[config.mk]
export PLATFORM = sky130hd
export DESIGN_NAME = xnor_psum_accum_binarize
export DESIGN_NICKNAME = d
export VERILOG_FILES = /design/src/rtl/xnor_psum_accum_binarize.sv
export SDC_FILE = /design/constraint.sdc
export NUM_CORES = 1
export LEC_CHECK = 0
export BUFFER_PORTS_ARGS = -buffer_cell sky130_fd_sc_hd__buf_2
export CELL_PAD_IN_SITES_DETAIL_PLACEMENT = 2
export CELL_PAD_IN_SITES_GLOBAL_PLACEMENT = 2
export CORE_MARGIN = 5
export CORE_UTILIZATION = 37
export DETAILED_ROUTE_END_ITERATION = 10
export PLACE_DENSITY = 0.93
export SETUP_SLACK_MARGIN = 0.1
export SYNTH_ARGS = -nofsm -noshare
export SYNTH_HDL_FRONTEND = slang
export SYNTH_SLANG_ARGS = --single-unit
[constraint.sdc]
create_clock -name clk -period 6.3 [get_ports clk]
set_input_delay 1.26 -clock clk [delete_from_list [all_inputs] [get_ports clk]]
set_output_delay 1.26 -clock clk [all_outputs]
set_load 0.05 [all_outputs]
[src/rtl/xnor_psum_accum_binarize.sv]
// Accumulates signed XNOR partial sums over NUM_CH channels, thresholds each pixel to one bit, packs PACK_W bits per word.
// Latency: act_valid rises 1 cycle after the final beat; backpressure stalls psum_ready (registered) while a word waits in HOLD.
// Optional ACC_SAT_EN: saturating accumulator instead of two's-complement wrap.
module xnor_psum_accum_binarize #(
  parameter int NUM_CH = 16,
  parameter int ACC_W  = 10,
  parameter int PACK_W = 8
) (
  input  logic              clk,
  input  logic              rst,
  input  logic [4:0]        psum_in,
  input  logic              psum_valid,
  output logic              psum_ready,
  input  logic              thr_wr_en,
  input  logic [ACC_W-1:0]  thr_in,
  input  logic              thr_inv_in,
  input  logic              flush,
  output logic [PACK_W-1:0] act_out,
  output logic              act_valid,
  input  logic              act_ready
);

  localparam int CH_W  = (NUM_CH > 1) ? $clog2(NUM_CH) : 1;
  localparam int PIX_W = (PACK_W > 1) ? $clog2(PACK_W) : 1;

  typedef enum logic {ACCUM = 1'b0, HOLD = 1'b1} state_t;

  state_t                   state_q, state_d;
  logic signed [ACC_W-1:0]  acc_q, acc_d;
  logic [CH_W-1:0]          ch_cnt_q, ch_cnt_d;
  logic [PIX_W-1:0]         pix_cnt_q, pix_cnt_d;
  logic [PACK_W-1:0]        pack_q, pack_d;
  logic signed [ACC_W-1:0]  thr_q;
  logic                     thr_inv_q;

  logic                     beat;
  logic                     last_ch;
  logic                     last_pix;
  logic signed [ACC_W-1:0]  acc_next;
  logic                     act_bit;

  assign beat     = psum_valid && (state_q == ACCUM);
  assign last_ch  = (ch_cnt_q == CH_W'(NUM_CH - 1));
  assign last_pix = (pix_cnt_q == PIX_W'(PACK_W - 1));

`ifdef ACC_SAT_EN
  localparam logic signed [ACC_W-1:0] ACC_MAX = {1'b0, {(ACC_W-1){1'b1}}};
  localparam logic signed [ACC_W-1:0] ACC_MIN = {1'b1, {(ACC_W-1){1'b0}}};

  logic signed [ACC_W:0] sum_wide;

  // One guard bit: the top two bits disagree exactly when the true sum left the ACC_W range.
  always_comb begin
    sum_wide = {acc_q[ACC_W-1], acc_q} + {{(ACC_W-4){psum_in[4]}}, psum_in};
    acc_next = sum_wide[ACC_W-1:0];
    if (sum_wide[ACC_W] != sum_wide[ACC_W-1]) begin
      acc_next = sum_wide[ACC_W] ? ACC_MIN : ACC_MAX;
    end
  end
`else
  always_comb begin
    acc_next = acc_q + {{(ACC_W-5){psum_in[4]}}, psum_in};
  end
`endif

  // Uses the registered threshold, so a same-cycle write only affects later pixels.
  assign act_bit = thr_inv_q ? (acc_next < thr_q) : (acc_next >= thr_q);

  always_comb begin
    state_d   = state_q;
    acc_d     = acc_q;
    ch_cnt_d  = ch_cnt_q;
    pix_cnt_d = pix_cnt_q;
    pack_d    = pack_q;
    case (state_q)
      ACCUM: begin
        if (beat) begin
          if (last_ch) begin
            acc_d             = '0;
            ch_cnt_d          = '0;
            pack_d[pix_cnt_q] = act_bit;
            if (last_pix) begin
              pix_cnt_d = '0;
              state_d   = HOLD;
            end else begin
              pix_cnt_d = pix_cnt_q + PIX_W'(1);
            end
          end else begin
            acc_d    = acc_next;
            ch_cnt_d = ch_cnt_q + CH_W'(1);
          end
        end else if (flush && (ch_cnt_q == '0) && (pix_cnt_q != '0)) begin
          pix_cnt_d = '0;
          state_d   = HOLD;
        end
      end
      HOLD: begin
        if (act_ready) begin
          state_d = ACCUM;
          pack_d  = '0;
        end
      end
      default: state_d = ACCUM;
    endcase
  end

  always_ff @(posedge clk) begin
    if (rst) begin
      state_q   <= ACCUM;
      acc_q     <= '0;
      ch_cnt_q  <= '0;
      pix_cnt_q <= '0;
      pack_q    <= '0;
      thr_q     <= '0;
      thr_inv_q <= 1'b0;
    end else begin
      state_q   <= state_d;
      acc_q     <= acc_d;
      ch_cnt_q  <= ch_cnt_d;
      pix_cnt_q <= pix_cnt_d;
      pack_q    <= pack_d;
      if (thr_wr_en) begin
        thr_q     <= thr_in;
        thr_inv_q <= thr_inv_in;
      end
    end
  end

  assign psum_ready = (state_q == ACCUM);
  assign act_valid  = (state_q == HOLD);
  assign act_out    = (state_q == HOLD) ? pack_q : '0;

endmodule
==> metrics.txt <==
switch share ~33%; number of DRC markers in iteration 0 just under 80; CTS resizes 0; worst path required time 6.48 ns; critical path arrival just under 5 ns; pwr dens approximately 260 nW/um^2; Fin Clk Skew 0.00832 ns; DR vias 2204; vias in the first global route 2481; Worst Max-Slew Pin Slew around 0.72 ns; status finished, final reports clean; Synth warnings 0; CTS Sinks 37; most frequent cells in the layout nor2_1, dfxtp_1, buf_2; port bufs 31; RR Startpoint acc_q[2]; post-route ant nets 0; crit path from psum_in[2]; post-synthesis async set-or-reset flop share 0%; sequential power share 37.8%; Simple-Gate Fraction of Synth Area between 15 and 20%; Finished Core Util a little over two fifths; fmax roughly 220 MHz; All-Layer GR Usage between 20 and 25%; Power Internal between 0.0004 and 0.0005 W; HP Start pack_q[2]; H-tree levels 2; Leak roughly 1.2 nW; nets@finish 352; maximum root-to-sink buffer count 2; kind of critical path primary input to register; synthesized area per cell 8.32 um^2; xor and xnor fraction of the mapped netlist area 3.76%; Inserted Clock Buffers 5; gpl congestion roughly 0.84; drt pass-1 iters 4; Top Ports 32; initial antenna violation count 0; vias per std cell 5.75; Gate Count Post-Synth 280; Max-Cap Viols 0; clock share of power 32.5%; sequential share of the synthesized area a little under a third; combinational share of power between 20 and 30%; cell area after synthesis roughly 2300 um^2; Antenna Cells 0; fin. max-slew vios 0; first-pass GRT wire length ~13000 um; Tmin final 4.63 ns; commonest non-fill, non-tap cell in the layout nor2_1; Slew headroom approximately half; Most used DFF post-synth dfxtp_1; Die Y 89.3 um; worst skew pair latency around 0.3 ns; adder-cell share of the synthesized area about 14%; Rows 29; RSZ-0062 raised after global routing no; share of layout cells above drive strength 1 14.1%; drt total wl between 8000 and 9000 um; element type at the critical path start primary input; die area around 8000 um^2; hold crit path type register to register; Final period util about three quarters; Root Driver clkbuf_8; Area Growth Syn to Fin 13.7%; pin count of the biggest net entering global routing 31; Syn Nets between 300 and 400; Setup TNS 0 ns; initial core utilization ~37%; CTS tree done; hold buffer count at CTS 0; Synth Area in Compound Gates ~19%; worst vdd ir roughly 120 uV; Core Region roughly 6200 um^2; DRC Markers 0; flip-flop and latch count after synthesis 37; combinational family with the most area after synthesis simple AND/OR/NAND/NOR gates; mux share of post-synthesis cell area under 10%; synth unique cells 43; largest fanout on the critical path 8; HPWL after detailed placement around 5800 um; Post-CTS Setup Bufs 0; clk slew on worst S/H paths about 0.080 ns; # setup viols final 0; EDFF count, synth 0; GRT Residual Overflow 0; Setup crit end kind register; WL/cell approximately 21 um; switching power 0.000223 W; count of final hold-check violations 0; Die X between 80 and 90 um
[per-layer routing]
layer / GRT usage (%) / wire length (um) / vias up / part of all wire (%)
li1: - / - / 1037 / -
met1: 26.5 / 3430 / 1092 / 42
met2: 38.4 / 4130 / 49 / 51
met3: 4.61 / 264 / 26 / 3.2
met4: 10.7 / 310 / 0 / 3.8
met5: 0 / 0 / - / 0
[through the flow]
step / power, W / std cells / worst slack [ns] / hold WS (ns) / area [um^2]
final: 0.000680 / 383 / 1.67 / 0.471 / 2650
after global routing: 0.000712 / 383 / 1.52 / 0.501 / 2650
after floorplan: 0.000386 / 280 / 2.11 / 0.437 / 2330
after CTS: 0.000686 / 383 / 1.73 / 0.478 / 2650
after global placement: 0.000424 / 375 / 1.70 / 0.454 / 2530
after detailed placement: 0.000448 / 375 / 1.48 / 0.467 / 2530
[registers in the layout, indices dropped and copies added, names as in the netlist]
| register | count |
|---|---|
| thr_inv_q | 1 |
| act_valid | 1 |
| pix_cnt_q | 3 |
| pack_q | 8 |
| ch_cnt_q | 4 |
| acc_q | 10 |
| thr_q | 10 |
[logic make-up after synthesis]
group | Yosys count
AO/OA/AOI/OAI | 61
XOR/XNOR | 10
adder cells (fa/ha/maj) | 25
buffers and inverters | 38
flip-flops | 37
multiplexers | 13
AND/OR/NAND/NOR | 96
[synthesized netlist by cell type, types with 5 or more instances]
master / instances / area share [%]
nand2_1: 15 / 2.4
xnor2_1: 7 / 2.6
a22oi_1: 7 / 2.3
a31oi_1: 6 / 1.6
a21o_1: 7 / 2.3
o211ai_1: 5 / 1.6
nor3_1: 5 / 1.1
mux2i_1: 12 / 5.2
a21oi_1: 11 / 2.4
nor2_1: 40 / 6.4
inv_1: 25 / 4.0
nand3_1: 12 / 2.6
ha_1: 24 / 13
clkbuf_1: 11 / 1.8
dfxtp_1: 37 / 32
and2_1: 9 / 2.4
o31ai_1: 6 / 1.9
[power groups by stage]
| stage | Combinational, W | Sequential [W] | Clock, W |
|---|---|---|---|
| global route | 0.000219 | 0.000259 | 0.000234 |
| finish | 0.000202 | 0.000257 | 0.000221 |
| CTS | 0.000201 | 0.000257 | 0.000228 |
| floorplan | 0.000127 | 0.000258 | 0 |
| global placement | 0.000163 | 0.000261 | 0 |
| detailed placement | 0.000185 | 0.000262 | 0 |
[critical path, cell delays in order]
cell and delay, ns:
buf_2 0.10, ha_1 0.38, a21oi_1 0.14, a2111o_1 0.45, and4_1 0.20, a311oi_1 0.45, xnor2_1 0.22, ha_1 0.32
nand2b_1 0.21, and3_1 0.20, a31oi_1 0.19, nor2_1 0.08, mux2i_2 0.47, o31ai_1 0.14
[cell type report]
cell class | count | area, um^2
clock inverters | 1 | 30.0
multi-input cells | 205 | 1450
fillers | 723 | 3590
well taps | 77 | 96.3
flip-flops and latches | 37 | 741
inverters | 25 | 93.8
clock buffers | 7 | 86.3
repair buffers | 31 | 155
[path summary, 6_finish.rpt]
check,depth (start not counted),endpoint,slack [ns]
hold reg to reg,2,pack_q[2],0.47
setup reg to reg,13,pack_q[2],2.40
hold / removal,2,pack_q[2],0.47
setup / recovery,14,pack_q[2],1.67
Power figures use the tool's default switching activity.
